<file path="src/rtl/mastermind_timer_pkg.sv">
// Shared timer definitions for the Mastermind turn timer and its display logic.
//  - timer_state_t : 2-bit FSM encoding (IDLE / RUN / DONE)
//  - DEF_CLK_HZ    : default system clock cycles per one-second tick
//  - DEF_TURN_SECS : default seconds allowed per turn
package mastermind_timer_pkg;

    typedef enum logic [1:0] {
        ST_IDLE = 2'd0,
        ST_RUN  = 2'd1,
        ST_DONE = 2'd2
    } timer_state_t;

    localparam int DEF_CLK_HZ    = 50_000_000;
    localparam int DEF_TURN_SECS = 60;

endpackage

</file>
<file path="src/rtl/sec_prescaler.sv">
// Clock-to-seconds prescaler.
//  clk    in  system clock
//  resetn in  synchronous active-low reset
//  clr    in  force count back to 0 (beats en)
//  en     in  advance the count
//  tick   out registered one-cycle pulse on the edge the count wraps
//  wrap   out combinational: the coming edge is a wrap edge, lets the
//             owner update its own registers on the same edge as tick
module sec_prescaler
    import mastermind_timer_pkg::*;
#(
    parameter int CLK_HZ = DEF_CLK_HZ
) (
    input  logic clk,
    input  logic resetn,
    input  logic clr,
    input  logic en,
    output logic tick,
    output logic wrap
);

    localparam int            CW   = (CLK_HZ > 1) ? $clog2(CLK_HZ) : 1;
    localparam logic [CW-1:0] LAST = CW'(CLK_HZ - 1);

    logic [CW-1:0] cnt;

    assign wrap = en && !clr && (cnt == LAST);

    always_ff @(posedge clk) begin
        if (!resetn) begin
            cnt  <= '0;
            tick <= 1'b0;
        end else if (clr) begin
            cnt  <= '0;
            tick <= 1'b0;
        end else if (en) begin
            if (cnt == LAST) begin
                cnt  <= '0;
                tick <= 1'b1;
            end else begin
                cnt  <= cnt + CW'(1);
                tick <= 1'b0;
            end
        end else begin
            tick <= 1'b0;
        end
    end

endmodule

</file>
<file path="src/rtl/turn_countdown_timer.sv">
// Per-turn countdown timer for the Mastermind game.
//  clk          in  system clock
//  resetn       in  synchronous active-low reset
//  next_turn    in  pulse: reload TURN_SECS and start counting
//  enable       in  1 = count, 0 = pause (lossless)
//  auto_restart in  reload and keep running after expiry (sampled at expiry)
//  sec_tick     out one-cycle pulse per counted second
//  secs_left    out seconds remaining in the current turn
//  warn         out low-time level: running and 0 < secs_left <= WARN_SECS
//  expired      out one-cycle pulse when the allowance runs out
//  running      out high while in RUN
module turn_countdown_timer
    import mastermind_timer_pkg::*;
#(
    parameter int CLK_HZ    = DEF_CLK_HZ,
    parameter int TURN_SECS = DEF_TURN_SECS,
    parameter int WARN_SECS = 10,
    parameter int SEC_W     = 7
) (
    input  logic             clk,
    input  logic             resetn,
    input  logic             next_turn,
    input  logic             enable,
    input  logic             auto_restart,
    output logic             sec_tick,
    output logic [SEC_W-1:0] secs_left,
    output logic             warn,
    output logic             expired,
    output logic             running
);

    if (TURN_SECS >= (2 ** SEC_W)) begin : g_bad_turn
        $error("TURN_SECS does not fit in SEC_W bits");
    end
    if (WARN_SECS >= TURN_SECS) begin : g_bad_warn
        $error("WARN_SECS must be below TURN_SECS");
    end
    if (CLK_HZ < 2) begin : g_bad_hz
        $error("CLK_HZ must be at least 2");
    end

    localparam logic [SEC_W-1:0] TURN_V = SEC_W'(TURN_SECS);
    localparam logic [SEC_W-1:0] WARN_V = SEC_W'(WARN_SECS);

    timer_state_t state;
    logic         wrap;

    // Prescaler only runs in RUN; a new turn restarts the partial second.
    sec_prescaler #(
        .CLK_HZ (CLK_HZ)
    ) u_presc (
        .clk    (clk),
        .resetn (resetn),
        .clr    (next_turn || (state != ST_RUN)),
        .en     (enable && (state == ST_RUN)),
        .tick   (sec_tick),
        .wrap   (wrap)
    );

    // warn is written alongside every secs_left update so both come out of
    // the same edge; TURN_SECS is always above the warn threshold.
    always_ff @(posedge clk) begin
        if (!resetn) begin
            state     <= ST_IDLE;
            secs_left <= TURN_V;
            running   <= 1'b0;
            warn      <= 1'b0;
            expired   <= 1'b0;
        end else begin
            expired <= 1'b0;
            if (next_turn) begin
                state     <= ST_RUN;
                secs_left <= TURN_V;
                running   <= 1'b1;
                warn      <= 1'b0;
            end else if (state == ST_RUN && wrap) begin
                if (secs_left > SEC_W'(1)) begin
                    secs_left <= secs_left - SEC_W'(1);
                    warn      <= (secs_left - SEC_W'(1)) <= WARN_V;
                end else begin
                    expired <= 1'b1;
                    warn    <= 1'b0;
                    if (auto_restart) begin
                        secs_left <= TURN_V;
                    end else begin
                        state     <= ST_DONE;
                        secs_left <= '0;
                        running   <= 1'b0;
                    end
                end
            end
        end
    end

endmodule
</file>
<file path="config.mk">
export PLATFORM = sky130hd
export DESIGN_NAME = turn_countdown_timer
export DESIGN_NICKNAME = d
export VERILOG_FILES = /design/src/rtl/mastermind_timer_pkg.sv /design/src/rtl/sec_prescaler.sv /design/src/rtl/turn_countdown_timer.sv
export SDC_FILE = /design/constraint.sdc
export NUM_CORES = 1
export LEC_CHECK = 0
export CAP_MARGIN = 30
export CORE_MARGIN = 5
export CORE_UTILIZATION = 52
export CTS_BUF_LIST = sky130_fd_sc_hd__clkbuf_8 sky130_fd_sc_hd__clkbuf_16
export CTS_CLUSTER_DIAMETER = 50
export CTS_CLUSTER_SIZE = 16
export DETAILED_ROUTE_END_ITERATION = 7
export PLACE_DENSITY = 0.8
export SLEW_MARGIN = 30
export SYNTH_ARGS = -nofsm -noshare
export SYNTH_HDL_FRONTEND = slang
export SYNTH_SLANG_ARGS = --single-unit
</file>
<file path="constraint.sdc">
create_clock -name clk -period 1.89 [get_ports clk]
set_input_delay 0.378 -clock clk [delete_from_list [all_inputs] [get_ports clk]]
set_output_delay 0.378 -clock clk [all_outputs]
set_load 0.05 [all_outputs]
</file>
==> flow_summary.yaml, run 1 <==
status:
  status: "finished clean"
worst_setup_path:
  reg2reg_to: "u_presc.cnt[16]"
  critPathRequiredTime_ps: 2130
  end_kind: "flop"
  cp-start-kind: "flop"
  critPathKind: "flop to flop"
  rrSetupSlack_ps: 20
  r2r-start: "state[1]"
  reg2reg_depth: 5
  crit_fanout: 11
  worstPathArrival_ps: 2110
global_route:
  grt_remaining_overflow: 0
  grt_pass1_vias: 1810
  grt_antenna_before_repair: 0
  grt_pass1_wl_um: 8370
  track_usage_pct: 19.7
  grt_max_degree: 13
cts:
  insertion_delay_ps: 300
  cts.sinks: 38
  clockRootBuffer: "clkbuf_8"
  cts_buffers: 5
  hold_buffers: 0
  cts_buffer_depth: 2
  path_clk_slew_ps: 80
  htreeDepth: 2
  cts_tree: "yes"
synth:
  ys_seq_area_share_pct: 37.3
  syn_inst: 246
  synth_seq_cells: 38
  syn_area_per_cell_um2: 8.29
  synthFlopType: "dfxtp_1"
  async_flop_share_pct: 0
  synth_nets: 255
  ys_types: 43
  yosys_warnings: 0
  synth.cell_area_mm2: 0.00204
  synth_enable_flop_cells: 0
final_layout:
  layout_common_cells: "buf_4, dfxtp_1, nor2_1"
  multi_input_area_mm2: 0.00127
  fin_cells: 344
  layout_commonest_cell: "buf_4"
  num-nets-final: 304
  antenna_cells: 0
  syn_to_final_growth_pct: 30.2
  regArea_um2: 776
  drive_above_1_share_pct: 28.0
  fillers: 299
power:
  p_leak_uw: 0.000865
  power_density_mw_per_mm2: 564
  vdd_drop_max_v: 0.000414
drt:
  post_drt_wl_per_cell_um: 15.0
  vias: 2067
  drc_errors: 0
  drtAntennaViolNets: 0
  drt_iter0_markers: 157
  viasPerCell: 6.01
  totalWireLength_um: 5140
  firstDrtPassIters: 4
timing:
  fin_skew_ps: 8.85
  worst_pin_slew_ps: 492
  tns_ps: 0
  timing.hold.ws_ps: 485
  slew_headroom_pct: 67.1
  drv_slew: 0
  fin_crit_ps: 1870
  fmax_ghz: 0.534
  finalSetupViolations: 0
  period_share_pct: 99.1
  rsz0062_at_grt: "yes"
  finalHoldViolations: 0
floorplanning:
  die-area_mm2: 0.00527
  num_rows: 22
  pin_count: 16
  initial_core_util_pct: 54.5
  core_mm2: 0.00374
  die_h_um: 72.6
  die_w_um: 72.6
place:
  dp_hpwl_um: 3490
  finalWeightedCongestion: 0.880
  io_buffers: 15
  dp.cells: 329
hold_path:
  hold_class: "flop to flop"
  min_to: "u_presc.cnt[20]"
  min_from: "u_presc.cnt[20]"
  hold_path_depth: 2
job:
  cap_viol_max_count: 0
-- cell type report --
type / count / area share, %
Tap cell: 48 / 2.26
Timing Repair Buffer: 52 / 15.6
Inverter: 8 / 1.13
Clock buffer: 6 / 3.53
Multi-Input combinational cell: 190 / 47.9
Sequential cell: 38 / 29.2
Clock inverter: 2 / 0.377
-- critical path: stages, from the launching register on --
cell and delay (ps):
dfxtp_2 340, nand3b_1 170, or4_4 520, buf_6 160, or4_4 490, a21oi_2 140
-- power breakdown --
group	internal (uW)	switching (uW)
combinational	24.4	31.0
sequential	803	3.76
clock	335	301
-- how the worst max path moves through the flow --
stage,start,endpoint,cells past startpoint
after global routing,u_presc.cnt[16],u_presc.cnt[25],4
after global placement,enable,u_presc.cnt[17],5
after floorplan,state[0],u_presc.cnt[12],6
after detailed placement,enable,u_presc.cnt[17],5
after CTS,u_presc.cnt[0],secs_left[0],5
final,state[1],u_presc.cnt[16],5
-- synth_stat cells (all sizes together) (3+ instances only) --
cell type | count | area share [%]
or4 | 13 | 5.0
o211ai | 5 | 1.8
a21oi | 22 | 5.4
nor2 | 17 | 3.1
clkbuf | 7 | 1.3
o21ai | 13 | 3.2
buf | 3 | 0.74
mux2i | 3 | 1.5
xnor2 | 7 | 3.0
and4 | 4 | 1.7
and3 | 3 | 0.92
inv | 8 | 1.5
nand3 | 13 | 3.2
dfxtp | 38 | 37
o31ai | 13 | 4.8
nand4 | 8 | 2.5
ha | 4 | 2.5
nor3 | 10 | 2.5
or4b | 3 | 1.5
or3 | 11 | 3.4
nand2 | 13 | 2.4
-- sequential cells by signal, indices dropped and copies added (netlist names) --
register / count
u_presc.cnt: 26
secs_left: 7
state: 2
expired: 1
u_presc.tick: 1
warn: 1
-- metrics by stage --
step,area (um2),utilization [%],worst slack [ps],total power [uW]
3_5_place_dp,2420,64.6,-532,880
2_1_floorplan,2050,-,24.3,849
3_3_place_gp,2420,64.6,-462,879
4_1_cts,2560,68.5,3.96,1500
5_1_grt,2660,71.0,-80.1,1550
6_report,2660,71.0,17.1,1500
-- what timing repair did --
item                       4_1_cts  5_1_grt
setup endpoints to repair       14       36
resized for setup                6       20
pin swaps                        2       10
setup buffers                    4        3
-- layer usage --
layer	GRT usage, %	wire [um]	up-vias
li1	-	-	1031
met1	26.5	2390	982
met2	32.0	2450	45
met3	4.68	236	9
met4	4.51	72	0
met5	0	0	-
-- logic make-up after synthesis --
group	after synthesis	synth area share, %
simple gates	112	32.7
compound gates	62	18.7
flops	38	37.3
buf+inv	18	3.50
xor+xnor	9	3.87
fa+ha+maj	4	2.45
mux	3	1.47
No activity file was read; power rests on OpenSTA's default activity.
==> inputs of run 2 (changes only) <==
MAX_ROUTING_LAYER = met4   (was not set)
==> results of run 2 <==
Same layout as run 1: the final DEF is identical, and so are final timing and power.
Among the figures that moved: final weighted congestion in routability-driven placement 0.880 -> 0.895; via count of the first global-routing pass 1810 -> 1811; overall routing resource usage 19.7% -> 20.3%
